File: src/rtl/adsr_envelope_if.sv
// Valid/ready sample stream between tone generator, envelope stage and mixer.
// The master drives valid/data, the slave answers with ready.
interface adsr_envelope_if #(
    parameter int unsigned width_p = 12
) ();
    logic               valid;
    logic               ready;
    logic [width_p-1:0] data;

    modport master (output valid, output data, input ready);
    modport slave  (input valid, input data, output ready);
endinterface

File: src/rtl/adsr_envelope.sv
// ADSR amplitude envelope: scales each accepted sample by the current level and
// advances the level one step per accepted sample, gated by a level-sensitive note gate.
module adsr_envelope #(
    parameter int unsigned width_p         = 12,
    parameter int unsigned env_width_p     = 8,
    parameter int unsigned attack_step_p   = 64,
    parameter int unsigned decay_step_p    = 16,
    parameter int unsigned sustain_level_p = 128,
    parameter int unsigned release_step_p  = 32
) (
    input  logic                   clk_i,
    input  logic                   reset_i,
    input  logic                   gate_i,
    adsr_envelope_if.slave         in_if,
    adsr_envelope_if.master        out_if,
    output logic [env_width_p-1:0] env_o
);

    localparam int unsigned ProdW = width_p + env_width_p + 1;
    localparam int unsigned EnvW1 = env_width_p + 1;

    localparam logic [EnvW1-1:0] EnvMax     = {1'b0, {env_width_p{1'b1}}};
    localparam logic [EnvW1-1:0] AttackStep = EnvW1'(attack_step_p);
    localparam logic [EnvW1-1:0] DecayStep  = EnvW1'(decay_step_p);
    localparam logic [EnvW1-1:0] SustainLvl = EnvW1'(sustain_level_p);
    localparam logic [EnvW1-1:0] RelStep    = EnvW1'(release_step_p);

    typedef enum logic [2:0] {StIdle, StAttack, StDecay, StSustain, StRelease} state_e;

    state_e                   state_q, state_d;
    logic [env_width_p-1:0]   env_q, env_d;
    logic                     valid_q, valid_d;
    logic [width_p-1:0]       data_q, data_d;

    logic                     accept;
    logic                     gate_fire;
    logic [EnvW1-1:0]         env_ext;
    logic [EnvW1-1:0]         attack_sum;
    logic signed [width_p-1:0]  din_s;
    logic signed [EnvW1-1:0]    env_s;
    logic signed [ProdW-1:0]    prod;
    logic [width_p-1:0]       scaled;
    logic                     unused_prod;

    assign in_if.ready  = ~valid_q | out_if.ready;
    assign accept       = in_if.valid & in_if.ready;
    assign out_if.valid = valid_q;
    assign out_if.data  = data_q;
    assign env_o        = env_q;

    // Floor scaling: arithmetic shift of the signed product, keep the low width_p bits.
    assign din_s       = $signed(in_if.data);
    assign env_s       = $signed({1'b0, env_q});
    assign prod        = ProdW'(din_s) * ProdW'(env_s);
    assign scaled      = prod[env_width_p +: width_p];
    assign unused_prod = ^{prod[ProdW-1], prod[env_width_p-1:0]};

    assign env_ext    = {1'b0, env_q};
    assign attack_sum = env_ext + AttackStep;

    always_comb begin
        gate_fire = 1'b0;
        unique case (state_q)
            StIdle, StRelease:           gate_fire = gate_i;
            StAttack, StDecay, StSustain: gate_fire = ~gate_i;
            default:                     gate_fire = 1'b0;
        endcase
    end

    always_comb begin
        state_d = state_q;
        env_d   = env_q;
        if (gate_fire) begin
            // Retrigger keeps the current level; release starts from wherever we are.
            state_d = gate_i ? StAttack : StRelease;
        end else if (accept) begin
            unique case (state_q)
                StAttack: begin
                    if (attack_sum >= EnvMax) begin
                        env_d   = EnvMax[env_width_p-1:0];
                        state_d = StDecay;
                    end else begin
                        env_d = attack_sum[env_width_p-1:0];
                    end
                end
                StDecay: begin
                    if (env_ext <= SustainLvl + DecayStep) begin
                        env_d   = SustainLvl[env_width_p-1:0];
                        state_d = StSustain;
                    end else begin
                        env_d = env_q - DecayStep[env_width_p-1:0];
                    end
                end
                StSustain: env_d = SustainLvl[env_width_p-1:0];
                StRelease: begin
                    if (env_ext <= RelStep) begin
                        env_d   = '0;
                        state_d = StIdle;
                    end else begin
                        env_d = env_q - RelStep[env_width_p-1:0];
                    end
                end
                default: env_d = '0;
            endcase
        end
    end

    always_comb begin
        valid_d = valid_q;
        data_d  = data_q;
        if (accept) begin
            valid_d = 1'b1;
            data_d  = scaled;
        end else if (valid_q && out_if.ready) begin
            valid_d = 1'b0;
        end
    end

    always_ff @(posedge clk_i or posedge reset_i) begin
        if (reset_i) begin
            state_q <= StIdle;
            env_q   <= '0;
            valid_q <= 1'b0;
            data_q  <= '0;
        end else begin
            state_q <= state_d;
            env_q   <= env_d;
            valid_q <= valid_d;
            data_q  <= data_d;
        end
    end

endmodule

File: src/flat_wrapper.sv
// flat-port wrapper written by rule: the top's interface ports become plain ports
module adsr_envelope_flat 
#(
    parameter int unsigned width_p         = 12,
    parameter int unsigned env_width_p     = 8,
    parameter int unsigned attack_step_p   = 64,
    parameter int unsigned decay_step_p    = 16,
    parameter int unsigned sustain_level_p = 128,
    parameter int unsigned release_step_p  = 32
)
  (clk_i, reset_i, gate_i, env_o, in_if_valid, in_if_data, in_if_ready, out_if_valid, out_if_data, out_if_ready);
  adsr_envelope_if #(.width_p(width_p)) in_if_i ();
  adsr_envelope_if #(.width_p(width_p)) out_if_i ();
  input  logic clk_i;
  input  logic reset_i;
  input  logic gate_i;
  output logic [env_width_p-1:0] env_o;
  input wire logic [$bits(in_if_i.valid)-1:0] in_if_valid;
  input wire logic [$bits(in_if_i.data)-1:0] in_if_data;
  output wire logic [$bits(in_if_i.ready)-1:0] in_if_ready;
  output wire logic [$bits(out_if_i.valid)-1:0] out_if_valid;
  output wire logic [$bits(out_if_i.data)-1:0] out_if_data;
  input wire logic [$bits(out_if_i.ready)-1:0] out_if_ready;
  assign in_if_i.valid = in_if_valid;
  assign in_if_i.data = in_if_data;
  assign in_if_ready = in_if_i.ready;
  assign out_if_valid = out_if_i.valid;
  assign out_if_data = out_if_i.data;
  assign out_if_i.ready = out_if_ready;
  adsr_envelope #(.width_p(width_p), .env_width_p(env_width_p), .attack_step_p(attack_step_p), .decay_step_p(decay_step_p), .sustain_level_p(sustain_level_p), .release_step_p(release_step_p)) u_core (.clk_i(clk_i), .reset_i(reset_i), .gate_i(gate_i), .in_if(in_if_i), .out_if(out_if_i), .env_o(env_o));
endmodule
File: config.mk
export PLATFORM = sky130hd
export DESIGN_NAME = adsr_envelope_flat
export DESIGN_NICKNAME = d
export VERILOG_FILES = /design/src/rtl/adsr_envelope_if.sv /design/src/rtl/adsr_envelope.sv /design/src/flat_wrapper.sv
export SDC_FILE = /design/constraint.sdc
export NUM_CORES = 1
export LEC_CHECK = 0
export ABC_AREA = 1
export CELL_PAD_IN_SITES_DETAIL_PLACEMENT = 1
export CELL_PAD_IN_SITES_GLOBAL_PLACEMENT = 1
export CORE_MARGIN = 5
export CORE_UTILIZATION = 44
export DETAILED_ROUTE_END_ITERATION = 16
export GPL_ROUTABILITY_DRIVEN = 0
export PLACE_DENSITY_LB_ADDON = 0.08
export SLEW_MARGIN = 20
export SYNTH_ARGS = -nofsm -noshare
export SYNTH_HDL_FRONTEND = slang
export SYNTH_SLANG_ARGS = --single-unit
File: constraint.sdc
create_clock -name clk_i -period 9.9 [get_ports clk_i]
set_input_delay 2.475 -clock clk_i [delete_from_list [all_inputs] [get_ports clk_i]]
set_output_delay 2.475 -clock clk_i [all_outputs]
set_load 0.02 [all_outputs]
==> flow_summary.yaml <==
sta:
  tightest_slew_ns: 0.896
  slew-limit-headroom_pct: 40.2
  hold_viol: 0
  setup_viol_count_final: 0
  slew_violations: 0
  period_needed_ns: 6.71
  fin_crit_sh_pct: 67.7
  fin_skew_ns: 0.00712
  fin_tns_setup_ns: 0
  rsz0062_at_grt: "no"
  max_freq_ghz: 0.149
critical_path:
  endpoint_kind: "flip-flop"
  path_buf_inv: 4
  crit_type: "primary input to flip-flop"
  slowest_stage: "fa_1"
  crit_chain: "clkdlybuf4s50_1 > nand2_1 > fa_1 > fa_1 > inv_1 > fa_1 > inv_1 > fa_1 > inv_1 > ha_1 > a21oi_1 > o21ai_0 > a21oi_1 > nand3_1 > nand3_1 > nand2_1"
  cp_slowest_stage_delay_ns: 0.64
  cpLargestDelayFamily: "adder cells"
  critPathArrivalTime_ns: 6.87
  cp.required_ns: 10.07
  cp_max_fo: 6
  worstSetupStartpointType: "primary input"
  cpMostUsedCell: "fa_1"
synthesis:
  yosys_warnings: 0
  synth_ff_type: "dfrtp_1"
  synth_edf_count: 0
  ys_seq_elements: 21
  synth_cells: 659
  async_reset_ff_share_pct: 100
  synth_area_per_cell_sq_um: 7.13
  ys_seq_area_share_pct: 11.2
  synth.net_count: 791
  synthesis.area_sq_um: 4700
  ys_types: 34
final_layout:
  fillCellCount: 1347
  final_common_cell: "inv_1"
  drive_gt1_share_pct: 3.91
  area_growth_pct: 11.6
  diodes: 0
  final_nets: 823
  final_cell_mix: "182 x inv_1, 178 x nand2_1, 58 x ha_1, 57 x fa_1, 38 x clkdlybuf4s50_1"
drt:
  wire_per_inst_um: 14.3
  via_count: 4035
  wl_um: 11900
  drt_iter0_drc: 146
  drc: 0
  drtAntennaViolNets: 0
  first_pass_iters: 4
  drt-vias-per-instance: 4.88
die:
  die_h_um: 113
  io_pins: 39
  fp.dieW_um: 113
  num_rows: 37
  die_area_sq_um: 12900
  initial_core_util_pct: 45.3
  core_area_sq_um: 10400
power_and_ir_drop:
  ir_worst_vdd_mv: 0.140
  pwr-share-comb_pct: 78.5
  p_int_mw: 0.505
  p_sw_share_pct: 57.0
  p_total_mw: 1.17
  power.switching_mw: 0.669
  p_leak_nw: 3.32
  pwr_density_cell_nw_per_um2: 224
  p_seq_share_pct: 16.5
  p_clk_share_pct: 5.0
cts:
  postCtsHoldBufs: 0
  cts_resized: 0
  tritoncts: "done"
  htree_levels: 1
  clkTransAtPathRegs_ns: 0.08
  postCtsSetupRepairBufs: 0
  clock-root-buffer: "clkbuf_8"
  cts.path.max_buffers: 2
  cts_made_buffers: 3
  clock_latency_ns: 0.27
  clock-sinks: 21
run:
  cap_violations: 0
place:
  io_buffers: 38
  hpwl_um: 10200
global_route:
  grt_pass1_wl_um: 20800
  grt_overflow_total: 0
  antenna_found_initial: 0
  track_usage_pct: 19.9
  grt_max_degree: 22
  grt_pass1_vias: 4473
hold_path:
  hold_class: "flip-flop to flip-flop"
status:
  status: "completed"
-- flip-flops by register name, summed over array words and instances (netlist names) --
signal and cells:
u_core.env_o 5, u_core.out_if.data 12, u_core.out_if.valid 1, u_core.state_q 3
-- worst reg2reg max path: cells and delay by family, from the launching register on --
family	cells	cell delay (ns)
adder cells (fa/ha/maj)	5	2.55
flip-flops	1	0.93
AO/OA/AOI/OAI	3	0.61
AND/OR/NAND/NOR	4	0.51
buffers and inverters	3	0.14
-- worst paths after layout --
kind	from	to	slack [ns]	cells after the start
worst min-delay path	u_core.out_if.data[3]$_DFFE_PP0P_	u_core.out_if.data[3]$_DFFE_PP0P_	0.49	2
max in group asynchronous	reset_i	u_core.out_if.data[1]$_DFFE_PP0P_	6.71	2
worst min register to register	u_core.out_if.data[3]$_DFFE_PP0P_	u_core.out_if.data[3]$_DFFE_PP0P_	0.49	2
min in group asynchronous	reset_i	u_core.state_q[2]$_DFFE_PP0P_	2.67	2
worst max register to register	u_core.env_o[4]$_DFFE_PP0P_	u_core.out_if.data[9]$_DFFE_PP0P_	5.05	15
worst max-delay path	in_if_data[11]	u_core.out_if.data[9]$_DFFE_PP0P_	3.19	16
-- Yosys cell counts (2+ instances only) --
| cell type | count | share of area (%) |
|---|---|---|
| buf_4 | 3 | 0.48 |
| buf_2 | 3 | 0.32 |
| nor2_1 | 18 | 1.4 |
| fa_1 | 57 | 24 |
| nor2_2 | 2 | 0.27 |
| inv_4 | 2 | 0.27 |
| ha_1 | 58 | 15 |
| xnor2_1 | 6 | 1.1 |
| nand2_1 | 178 | 14 |
| nand2_2 | 4 | 0.53 |
| dfrtp_1 | 21 | 11 |
| o21ai_1 | 5 | 0.53 |
| a21oi_1 | 17 | 1.8 |
| inv_1 | 182 | 15 |
| nand3b_1 | 2 | 0.32 |
| nand4_1 | 3 | 0.40 |
| inv_2 | 4 | 0.32 |
| nor4_1 | 4 | 0.53 |
| a21o_1 | 4 | 0.64 |
| nand3_2 | 2 | 0.43 |
| nand3_1 | 28 | 3.0 |
| o21bai_1 | 9 | 1.4 |
| clkbuf_1 | 6 | 0.48 |
| nor2_4 | 4 | 0.96 |
| o21ai_0 | 22 | 2.3 |
| xor2_1 | 7 | 1.3 |
-- through the flow --
stage          area [sq um]  setup WS [ns]  hold slack, ns  utilization [%]  cells
2_1_floorplan          4700           3.87           0.545                -    659
3_3_place_gp           5200           3.00           0.469             50.1    822
4_1_cts                5250           3.20           0.497             50.6    826
5_1_grt                5250           2.92           0.520             50.6    826
6_report               5250           3.19           0.489             50.6    826
3_5_place_dp           5200           2.92           0.474             50.1    822
-- cell families (layout without fill, tap and decap cells) --
| group | after synthesis | count (layout) | synth area share, % |
|---|---|---|---|
| XOR/XNOR | 13 | 13 | 2.42 |
| adder cells (fa/ha/maj) | 115 | 115 | 39.7 |
| flip-flops | 21 | 21 | 11.2 |
| buffers and inverters | 201 | 232 | 16.6 |
| AND/OR/NAND/NOR | 248 | 248 | 22.7 |
| AO/OA/AOI/OAI | 61 | 61 | 7.43 |
-- power groups by stage --
stage	Clock (mW)	Combinational, mW	Sequential [mW]
floorplan	0	0.657	0.189
global placement	0	0.906	0.193
detailed placement	0	0.942	0.196
CTS	0.0600	0.947	0.195
global route	0.0641	1.08	0.201
finish	0.0590	0.921	0.194
-- layout make-up --
class / instances / area [sq um] / area share [%]
timing repair buffer: 39 / 388 / 7.39
clock inverter: 1 / 7.51 / 0.143
tap: 136 / 170 / 3.24
sequential: 21 / 526 / 10.0
multi-input combinational: 437 / 3400 / 64.7
inverter: 189 / 719 / 13.7
clock buffer: 3 / 41.3 / 0.787
-- per-layer routing --
layer,track usage [%],vias up,wire [um]
met3,1.98,17,269
met1,24.1,1950,5130
li1,-,2016,-
met5,0,-,0
met4,3.69,0,211
met2,38.1,52,6240
Note: power is estimated with default switching activity, not from simulation.
